## config.mk

```make
export PLATFORM = sky130hd
export DESIGN_NAME = mem_access_unit
export DESIGN_NICKNAME = d
export VERILOG_FILES = /design/src/rtl/mem_access_unit.sv
export SDC_FILE = /design/constraint.sdc
export NUM_CORES = 1
export LEC_CHECK = 0
export ABC_AREA = 1
export CAP_MARGIN = 10
export CORE_ASPECT_RATIO = 1.75
export CORE_MARGIN = 3
export CORE_UTILIZATION = 46
export CTS_BUF_LIST = sky130_fd_sc_hd__clkbuf_2
export DETAILED_ROUTE_END_ITERATION = 6
export PLACE_DENSITY = 0.88
export SLEW_MARGIN = 0
export SYNTH_ARGS = -nofsm -noshare
export SYNTH_HDL_FRONTEND = slang
export SYNTH_SLANG_ARGS = --single-unit
```

## constraint.sdc

```tcl
create_clock -name clk -period 1.95 [get_ports clk]
set_input_delay 0.39 -clock clk [delete_from_list [all_inputs] [get_ports clk]]
set_output_delay 0.39 -clock clk [all_outputs]
set_load 0.02 [all_outputs]
```

## src/rtl/mem_access_unit.sv

```systemverilog
// mem_access_unit: MEM-stage engine between EX/MEM and MEM/WB.
// Turns loads and stores into word-aligned req/ack bus transactions.
// Byte enables and store data are lane-steered for the access size.
// Load data is extracted from the returned word and sign/zero extended.
// Non-memory results pass straight through with one cycle of latency.
// Only WordSize = 32 (four byte lanes) is supported.
// Optional feature macro: MEM_MISALIGN_EXC_EN. When defined, misaligned
// halfword/word accesses raise misalign_exc and are not issued to the bus.
module mem_access_unit #(
    parameter int WordSize = 32
) (
    input  logic                clk,
    input  logic                rstn,
    input  logic                valid_in,
    input  logic [4:0]          rdn_in,
    input  logic [WordSize-1:0] alu_out_in,
    input  logic [WordSize-1:0] mem_data_in,
    input  logic                mem_read,
    input  logic                mem_write,
    input  logic [2:0]          funct3,
    output logic                stall,
    output logic                bus_req,
    output logic                bus_we,
    output logic [WordSize-1:0] bus_addr,
    output logic [3:0]          bus_be,
    output logic [WordSize-1:0] bus_wdata,
    input  logic                bus_ack,
    input  logic [WordSize-1:0] bus_rdata,
`ifdef MEM_MISALIGN_EXC_EN
    output logic                misalign_exc,
`endif
    output logic                wb_valid,
    output logic [4:0]          rdn,
    output logic [WordSize-1:0] wb_data
);

    typedef enum logic {
        IDLE,
        BUS
    } state_t;

    state_t      state;
    logic [1:0]  cap_lo;
    logic [2:0]  cap_f3;
    logic [4:0]  cap_rdn;
    logic        cap_load;
    logic        mem_op;
    logic        misaligned;
    logic        issue;

    // funct3[1:0]: 00 byte, 01 half, 1x word (so 011/110/111 fall to word).
    function automatic logic [3:0] byte_enables(input logic [2:0] f3, input logic [1:0] lo);
        case (f3[1:0])
            2'b00:   return 4'b0001 << lo;
            2'b01:   return lo[1] ? 4'b1100 : 4'b0011;
            default: return 4'b1111;
        endcase
    endfunction

    function automatic logic [31:0] store_data(input logic [2:0] f3, input logic [31:0] d);
        case (f3[1:0])
            2'b00:   return {4{d[7:0]}};
            2'b01:   return {2{d[15:0]}};
            default: return d;
        endcase
    endfunction

    function automatic logic [31:0] load_extract(input logic [2:0] f3, input logic [1:0] lo,
                                                 input logic [31:0] rd);
        logic [7:0]  b;
        logic [15:0] h;
        case (lo)
            2'd0:    b = rd[7:0];
            2'd1:    b = rd[15:8];
            2'd2:    b = rd[23:16];
            default: b = rd[31:24];
        endcase
        h = lo[1] ? rd[31:16] : rd[15:0];
        case (f3)
            3'b000:  return {{24{b[7]}}, b};
            3'b100:  return {24'b0, b};
            3'b001:  return {{16{h[15]}}, h};
            3'b101:  return {16'b0, h};
            default: return rd;
        endcase
    endfunction

    assign mem_op = valid_in & (mem_read | mem_write);

`ifdef MEM_MISALIGN_EXC_EN
    assign misaligned = ((funct3[1:0] == 2'b01) & alu_out_in[0]) |
                        (funct3[1] & (alu_out_in[1:0] != 2'b00));
`else
    assign misaligned = 1'b0;
`endif

    assign issue = mem_op & ~misaligned;

    // Upstream hold: while issuing, and in BUS until the acknowledge arrives.
    assign stall = rstn & ((state == BUS) ? ~bus_ack : issue);

    // Single FSM: IDLE accepts instructions, BUS waits for the acknowledge.
    always_ff @(posedge clk or negedge rstn) begin
        if (!rstn) begin
            state     <= IDLE;
            bus_req   <= 1'b0;
            bus_we    <= 1'b0;
            bus_addr  <= '0;
            bus_be    <= 4'b0000;
            bus_wdata <= '0;
            wb_valid  <= 1'b0;
            rdn       <= 5'd0;
            wb_data   <= '0;
            cap_lo    <= 2'b00;
            cap_f3    <= 3'b000;
            cap_rdn   <= 5'd0;
            cap_load  <= 1'b0;
`ifdef MEM_MISALIGN_EXC_EN
            misalign_exc <= 1'b0;
`endif
        end else begin
`ifdef MEM_MISALIGN_EXC_EN
            misalign_exc <= 1'b0;
`endif
            case (state)
                IDLE: begin
                    if (mem_op && misaligned) begin
                        wb_valid <= 1'b0;
`ifdef MEM_MISALIGN_EXC_EN
                        misalign_exc <= 1'b1;
`endif
                    end else if (mem_op) begin
                        cap_lo    <= alu_out_in[1:0];
                        cap_f3    <= funct3;
                        cap_rdn   <= rdn_in;
                        cap_load  <= mem_read;
                        bus_req   <= 1'b1;
                        bus_we    <= ~mem_read;
                        bus_addr  <= {alu_out_in[WordSize-1:2], 2'b00};
                        bus_be    <= byte_enables(funct3, alu_out_in[1:0]);
                        bus_wdata <= mem_read ? '0 : store_data(funct3, mem_data_in);
                        wb_valid  <= 1'b0;
                        state     <= BUS;
                    end else if (valid_in) begin
                        wb_valid <= 1'b1;
                        rdn      <= rdn_in;
                        wb_data  <= alu_out_in;
                    end else begin
                        wb_valid <= 1'b0;
                    end
                end
                BUS: begin
                    if (bus_ack) begin
                        bus_req   <= 1'b0;
                        bus_we    <= 1'b0;
                        bus_addr  <= '0;
                        bus_be    <= 4'b0000;
                        bus_wdata <= '0;
                        wb_valid  <= 1'b1;
                        rdn       <= cap_load ? cap_rdn : 5'd0;
                        wb_data   <= cap_load ? load_extract(cap_f3, cap_lo, bus_rdata) : '0;
                        state     <= IDLE;
                    end
                end
                default: state <= IDLE;
            endcase
        end
    end

endmodule
```

* After elaboration in Yosys (flattened, before gate mapping)
Cells that the tools add are included.
** Word-level totals
- Output and inout bits :: 109
- Bits in registers :: 120
** Cells by class
- Reduce and logical (&&, ||, !) cells :: 6
- Equality and inequality tests :: 10
- Muxes and demuxes :: 38
- Bitwise gates (word level) :: 6
- Shifts and indexed selects :: 1
** Operators with widths (number)
- $mux 32 :: 8
- $pmux 32 s2 :: 4
- $pmux 32 s4 :: 1
- $pmux 8 s3 :: 1
- $mux 5 :: 4
- $mux 16 :: 1
- $pmux 4 s2 :: 2
- $mux 4 :: 3
- $pmux 5 s2 :: 1
- $mux 1 :: 9
- $ne 2x2->1 const B :: 4
- $pmux 1 s2 :: 4
- $eq 3x3->1 const B :: 2
- $eq 2x1->1 const B :: 2
- $logic_not 2->1 :: 2
- $reduce_and 2->1 :: 2
- $shl 1x2->4 const A :: 1
- $eq 3x1->1 const B :: 1
- $logic_not 3->1 :: 1
- $not 1->1 :: 3
- $reduce_and 3->1 :: 1
- $and 1x1->1 :: 2
- $eq 2x2->1 const B :: 1
- $or 1x1->1 :: 1

* Logic depth before layout (Yosys ltp)
Gate-level depths: netlist of the first run.
- Depth after elaboration :: 6
- Gate-level depth with buffers :: 11

* Worst setup path before layout of the first run
OpenSTA, ideal clock, no wires.
- Kind :: register to output
- From :: register state
- To :: output port stall
- Buffers on the path :: 2
- Data arrival time :: 1512 ps
- Cell stages (with the launch flop) :: 6
- Data required time :: 1560 ps
- Setup slack :: 48 ps
- Cell sequence :: dfrtp_1 > buf_2 > nor3_2 > inv_2 > clkbuf_1 > a21boi_0
** On the way
- Cells in the longest elaborated chain, start to end :: 2
** RTL lines
- start: declaration :: RTL line 42 : state_t state;
- start signal: assignment :: RTL line 105 : state <= IDLE;
- start signal: assignment :: RTL line 143 : state <= BUS;
- start signal: assignment :: RTL line 162 : state <= IDLE;
- $mux 1 :: RTL line 100 : assign stall = rstn & ((state == BUS) ? ~bus_ack : issue);
- $and 1x1->1 :: RTL line 100
- end: declaration :: RTL line 21 : output logic stall,
Every way passes these cells.

* Worst setup path in the final report of the first run
Ends and elaborated chain as after synthesis.

==> key figures, run 1 <==
Clock tree
  – Clock Latency Late Sink: 690 ps
  – CTS sink cnt: 118
  – Clk slew on worst S/H paths: 210 ps
  – CTS buffer count: 17
  – Clock Root Buffer: clkbuf_2
  – CTS tree: built
  – Htree depth: 4
  – Max clock buf depth: 2

STA
  – RSZ-0062 raised after global routing: true
  – Final WS setup: -205.2 ps
  – Max Fclk: 464.0 MHz
  – Final worst-path cycle share: 1.105
  – Setup tns final: -205.2 ps
  – Normalized max-slew margin: 0.5603
  – Final setup fails: 1
  – Final min period: 2155 ps
  – Slew Limit Fails: 0
  – Worst Tran Pin Value: 659.5 ps
  – Min Hold Slack: 244.3 ps
  – Final hold vios: 0
  – Worst Clk Skew: 23.50 ps

GRT
  – Largest net degree at the start of global routing: 119
  – Initial antenna violation count: 1
  – GRT Total Usage: 0.2991
  – Vias in the first global route: 6076
  – First-pass GRT wire length: 32760 um
  – Gr ovfl total: 0

Pwr
  – Sw frac: 0.4092
  – Clock share of power: 0.217
  – Flop pwr share: 0.389
  – Comb pwr share: 0.394
  – Final Power: 8.520 mW
  – Pwr Density: 1013 nW/um^2
  – P_leak: 4.166 nW
  – Internal power of the cells: 5.033 mW
  – Worst vdd ir: 0.5032 mV
  – Psw: 3.487 mW

Yosys
  – Area leader, netlist: dfrtp_1
  – Post-synthesis area per instance: 7.836 um^2
  – EDFF count, synth: 0
  – Yosys top cell area share: 0.5134
  – Top FF cell, synth: dfrtp_1
  – Post-Syn Area: 5752 um^2
  – Synth Warn #: 0
  – Syn Inst Count: 734
  – Asr flop ratio synth: 1.000
  – Cell types occupying the most area after synthesis: dfrtp_1 (51%), nand2_1 (12%), a21oi_1 (7.5%)
  – Synthesized flop and latch total: 118
  – Seq/Total Area, Yosys: 0.5134
  – Synth unique cells: 29

Placement
  – DP Area: 8193 um^2
  – GPL Wtd Cong: 0.9699
  – I/O Buffers: 216
  – DP Wirelength: 15170 um

Route
  – DRT met1 WL: 7448 um
  – Antenna-violating nets left: 0
  – Total Wirelength: 20660 um
  – Vias: 6213
  – Initial DRC count: 501
  – Drt wl/cell: 18.06 um
  – Metal2 WL: 10990 um
  – Drt pass-1 iters: 5
  – Top layer in use: met4
  – DRC: 0
  – Vias per cell: 5.431
  – Met3 wire length: 1292 um

Floorplanning
  – Die Area: 13930 um^2
  – Die height: 153.9 um
  – Starting density of the core: 0.4740
  – Die W: 90.53 um
  – I/O pin cnt: 219
  – Core area: 12140 um^2
  – Row count: 53

Cells and area
  – Area grow syn2layout: 46.29%
  – Ratio of cells with drive above 1 in the final layout: 0.09714
  – # nets final: 1075
  – Multi-input logic area: 2429 um^2
  – Design Area, Final: 8414 um^2
  – Register Area: 2953 um^2
  – Fill cells: 1018

Worst setup path
  – Setup CP Type: flip-flop to primary output
  – CP required: 1560 ps
  – Startpoint types: flip-flop
  – Crit path DAT: 1770 ps
  – Critical Path Sink Type: primary output
  – CP Max Fanout: 2

Status
  – Status: complete, but fails checks
  – Failing checks: setup timing

Job
  – Max-Cap Viols: 0

Hold path
  – Worst hold-check path type: input port to flip-flop
-- cell families (layout without fill, tap and decap cells) --
family,count (synthesis),after routing,synth area share
simple gates,348,348,0.2534
buf+inv,87,330,0.06722
other cells,1,3,0.0006520
compound gates,180,180,0.1653
flops,118,118,0.5134
-- power groups by stage --
stage | clock, mW | sequential (mW) | combinational [mW]
after floorplan | 0 | 3.96 | 1.24
after global placement | 0 | 3.37 | 3.60
after detailed placement | 0 | 3.38 | 3.66
after CTS | 1.88 | 3.31 | 3.32
after global routing | 1.99 | 3.38 | 3.63
final | 1.85 | 3.31 | 3.36
-- layer usage --
metal  up-vias  track usage
met5         -            0
met2       311       0.5310
li1       2890            -
met4         0       0.1468
met3        60      0.05972
met1      2952       0.3392
-- synth_stat cells, types with 2 or more instances --
cell type	number
inv_1	34
o21ai_1	11
or2_2	2
nor2_4	2
a21oi_1	86
o22ai_1	7
o21ai_0	57
nand3_1	61
dfrtp_1	118
inv_2	6
nand2_2	3
nand2_4	4
nor2_1	89
nand4_1	4
a31oi_1	6
clkbuf_1	21
nand2_1	181
buf_2	17
buf_4	3
buf_1	2
o211ai_1	3
o21a_1	8
buf_6	3
-- worst paths after layout --
check / depth (start not counted) / to / slack [ps] / startpoint
worst min register to register: 2 / cap_load / 510 / cap_load
worst max-delay path: 5 / stall / -210 / state
worst min-delay path: 3 / bus_addr[25] / 240 / alu_out_in[25]
max in group asynchronous: 3 / wb_data[14] / 1080 / rstn
min in group asynchronous: 3 / bus_wdata[31] / 360 / rstn
worst max register to register: 7 / bus_wdata[20] / 120 / state
-- final cells by class --
cell class                 count  area share
tap                          165     0.02454
antenna                        1   0.0002974
inverter                      41     0.01888
sequential                   118      0.3509
timing repair buffer         257      0.2837
clock buffer                  17     0.01011
multi-input combinational    530      0.2886
clock inverter                15     0.02290
-- through the flow --
| step | util | setup slack, ps | std cells |
|---|---|---|---|
| 2_1_floorplan | - | 48.47 | 735 |
| 3_3_place_gp | 0.6751 | -367.6 | 1102 |
| 3_5_place_dp | 0.6751 | -413.2 | 1102 |
| 4_1_cts | 0.6886 | -280.7 | 1136 |
| 5_1_grt | 0.6934 | -361.3 | 1144 |
| 6_report | 0.6934 | -205.2 | 1144 |
-- state kept, by name, summed over array words and instances, names as in the netlist, 2 cells and up --
| register | count |
|---|---|
| bus_wdata | 32 |
| cap_f3 | 3 |
| bus_be | 4 |
| bus_addr | 30 |
| wb_data | 32 |
| cap_rdn | 5 |
| cap_lo | 2 |
| rdn | 5 |
-- cells in the final DEF, fill, tap and decap left out, drive strengths merged, types with 7 or more instances in the layout --
master	count
dfrtp	118
clkbuf	18
o21ai	68
buf	42
o22ai	7
clkdlybuf4s50	108
nand2	188
a21oi	86
o21a	8
nor2	91
nand3	61
inv	48
dlygate4sd2	103
-- critical path, stage by stage, from the launching register on --
cell	delay, ps
dfrtp_1	450
buf_6	140
nor3_4	180
inv_2	60
a21boi_2	110
buf_4	150
-- timing repair --
action	in CTS	in global routing
gates resized for setup	114	5
setup endpoints to repair	107	9
buffers inserted	1	7
pin swaps	1	0
hold endpoints to repair	118	0
hold buffers	1	0
No activity file was read; power rests on OpenSTA's default activity.
==> run 2: changes to the inputs <==
--- a/config.mk
+++ b/config.mk
@@ -8,10 +8,11 @@
 export ABC_AREA = 1
 export CAP_MARGIN = 10
 export CORE_ASPECT_RATIO = 1.75
-export CORE_MARGIN = 3
+export CORE_MARGIN = 2
 export CORE_UTILIZATION = 46
 export CTS_BUF_LIST = sky130_fd_sc_hd__clkbuf_2
 export DETAILED_ROUTE_END_ITERATION = 6
+export HOLD_SLACK_MARGIN = 0.03
 export PLACE_DENSITY = 0.88
 export SLEW_MARGIN = 0
 export SYNTH_ARGS = -nofsm -noshare
==> key figures, run 2 (same netlist as run 1, synthesis figures left out) <==
Route
  – Antenna-violating nets left: 0 (unchanged)
  – Initial DRC count: 420 (-16%)
  – Total Wirelength: 19880 um (-3.8%)
  – DRC: 0 (unchanged)
  – Vias per cell: 5.434 (about the same)
  – Drt wl/cell: 17.39 um (-3.7%)
  – Drt pass-1 iters: 5 (unchanged)
  – Vias: 6211 (-0.032%)

Pwr
  – Pwr Density: 1013 nW/um^2 (about the same)
  – Worst vdd ir: 0.7033 mV (+40%)
  – P_leak: 4.152 nW (-0.33%)

STA
  – Worst Tran Pin Value: 707.7 ps (+48.24 ps)
  – Final hold vios: 0 (unchanged)
  – Slew Limit Fails: 0 (unchanged)
  – Final worst-path cycle share: 1.066 (-0.03933)
  – Worst Clk Skew: 24.96 ps (+1.466 ps)
  – Normalized max-slew margin: 0.5282 (-0.03216)
  – Max Fclk: 481.1 MHz (+3.7%)
  – Final setup fails: 1 (unchanged)
  – Final min period: 2078 ps (-76.69 ps)
  – Final WS setup: -128.5 ps (+76.69 ps)
  – RSZ-0062 raised after global routing: true

GRT
  – First-pass GRT wire length: 30950 um (-5.5%)
  – Gr ovfl total: 0 (unchanged)
  – Initial antenna violation count: 1 (unchanged)
  – Largest net degree at the start of global routing: 119 (unchanged)
  – GRT Total Usage: 0.3002 (+0.001058)
  – Vias in the first global route: 6127 (+0.84%)

Worst setup path
  – Startpoint types: flip-flop
  – CP cell instances: nor3_4, inv_2, a21boi_1, buf_4
  – CP required: 1560 ps (about the same)
  – R2R setup slack: 200 ps (+80 ps)
  – Max stage delay on crit path: 480 ps (+30 ps)
  – Critical Path Sink Type: primary output
  – Cell family with most CP delay: flip-flops
  – Setup CP Type: flip-flop to primary output
  – Crit path DAT: 1690 ps (-80 ps)
  – Crit path max-delay cell type: dfrtp_2
  – Crit path buf inv count: 2 (-1)
  – CP Max Fanout: 3 (+1)

Cells and area
  – Biggest regs: bus_wdata (32), wb_data (32), bus_addr (30)
  – Fill cells: 1078 (+5.9%)
  – # nets final: 1071 (-0.37%)
  – Ratio of cells with drive above 1 in the final layout: 0.09343 (-0.003708)
  – Register Area: 2954 um^2 (about the same)
  – Multi-input logic area: 2427 um^2 (about the same)
  – Commonest non-fill, non-tap cells in the layout: nand2_1 (180), dfrtp_1 (117), clkdlybuf4s50_1 (108)
  – Non-Filler Instances: 1143 (-0.087%)
  – Commonest non-fill, non-tap cell in the layout: nand2_1
  – Area grow syn2layout: 45.99%
  – Design Area, Final: 8397 um^2 (-0.21%)

Placement
  – GPL Wtd Cong: 0.9218 (-5.0%)
  – # placed instances: 1108 (+0.54%)
  – DP Area: 8219 um^2 (+0.32%)
  – I/O Buffers: 216 (unchanged)
  – Pre-CTS setup slack: -366.5 ps (+46.70 ps)
  – DP Wirelength: 14950 um (-1.4%)

Job
  – Max-Cap Viols: 0 (unchanged)

Clock tree
  – CTS buffer count: 17 (unchanged)
  – Clock Latency Late Sink: 680 ps (about the same)
  – Max clock buf depth: 2 (unchanged)
  – Htree depth: 4 (unchanged)
  – Clock Root Buffer: clkbuf_2
  – CTS tree: built
  – Clk slew on worst S/H paths: 200 ps (about the same)
  – CTS sink cnt: 118 (unchanged)

Floorplanning
  – Starting density of the core: 0.4652 (-0.008777)
  – Row count: 54 (+1.9%)
  – Die Area: 13450 um^2 (-3.5%)
  – Die height: 151.9 um (-1.3%)
  – Core area: 12360 um^2 (+1.9%)
  – Die W: 88.53 um (-2.2%)
  – I/O pin cnt: 219 (unchanged)

Hold path
  – Worst hold-check path type: input port to flip-flop

Status
  – Status: complete, but fails checks
  – Failing checks: setup timing
## run 2: cell count changes in the layout (fill, tap and decap cells not counted), moves of 2 or more
cell	delta
inv_8	-2
buf_4	-3
dlygate4sd2_1	+2
inv_6	-2
clkinv_2	+2
## run 2: worst min-delay path: stages
cell and delay, ps:
clkdlybuf4s50_1 400, nand2_1 60, o21ai_0 70
## run 2: metrics by stage
step                  util  total power, mW  TNS (ps)  hold WS (ps)
finish              0.6791            8.510    -128.5         260.0
global route        0.6791            8.971    -238.5         191.7
CTS                 0.6788            8.536    -179.4         187.3
detailed placement  0.6647            7.042    -15050         466.9
global placement    0.6647            6.950    -11300         453.7
floorplan                -            5.196         0         94.41
## run 2: path summary, 6_finish.rpt
path,from,to,depth (start not counted)
worst max-delay path,state,stall,4
worst min-delay path,funct3[2],cap_f3[2],3
worst max register to register,state,wb_data[5],8
worst min register to register,bus_req,bus_req,2
max in group asynchronous,rstn,bus_addr[12],3
min in group asynchronous,rstn,bus_addr[6],3
## run 2: routing by layer
| metal | track usage | wire [um] | up-vias |
|---|---|---|---|
| met2 | 0.5091 | 10260 | 371 |
| met3 | 0.05758 | 1413 | 99 |
| met1 | 0.3370 | 6850 | 2863 |
| met4 | 0.1818 | 1357 | 0 |
| met5 | 0 | 0 | - |
| li1 | - | - | 2878 |
## run 2: timing repair
action                                  4_1_cts  5_1_grt
hold endpoints to repair                    118        0
hold buffers                                  1        0
endpoints found under the setup margin      107        2
pin swaps                                     2        2
buffers inserted                              1        0
resized for setup                           115        1
## run 2: report_power, final
part	leakage, nW	internal [mW]	switching, mW
registers	1.45	2.99	0.343
clock network	0.165	0.861	1.02
logic	2.53	1.26	2.04
total	4.15	5.11	3.40
## run 2: area by class of cell
| type | count | area share |
|---|---|---|
| diodes | 1 | 0.0002980 |
| repair buffers | 253 | 0.2806 |
| inverters | 41 | 0.01892 |
| clock inverters | 14 | 0.02354 |
| clock buffers | 18 | 0.01073 |
| flip-flops and latches | 118 | 0.3518 |
| well taps | 168 | 0.02503 |
| multi-input cells | 530 | 0.2891 |
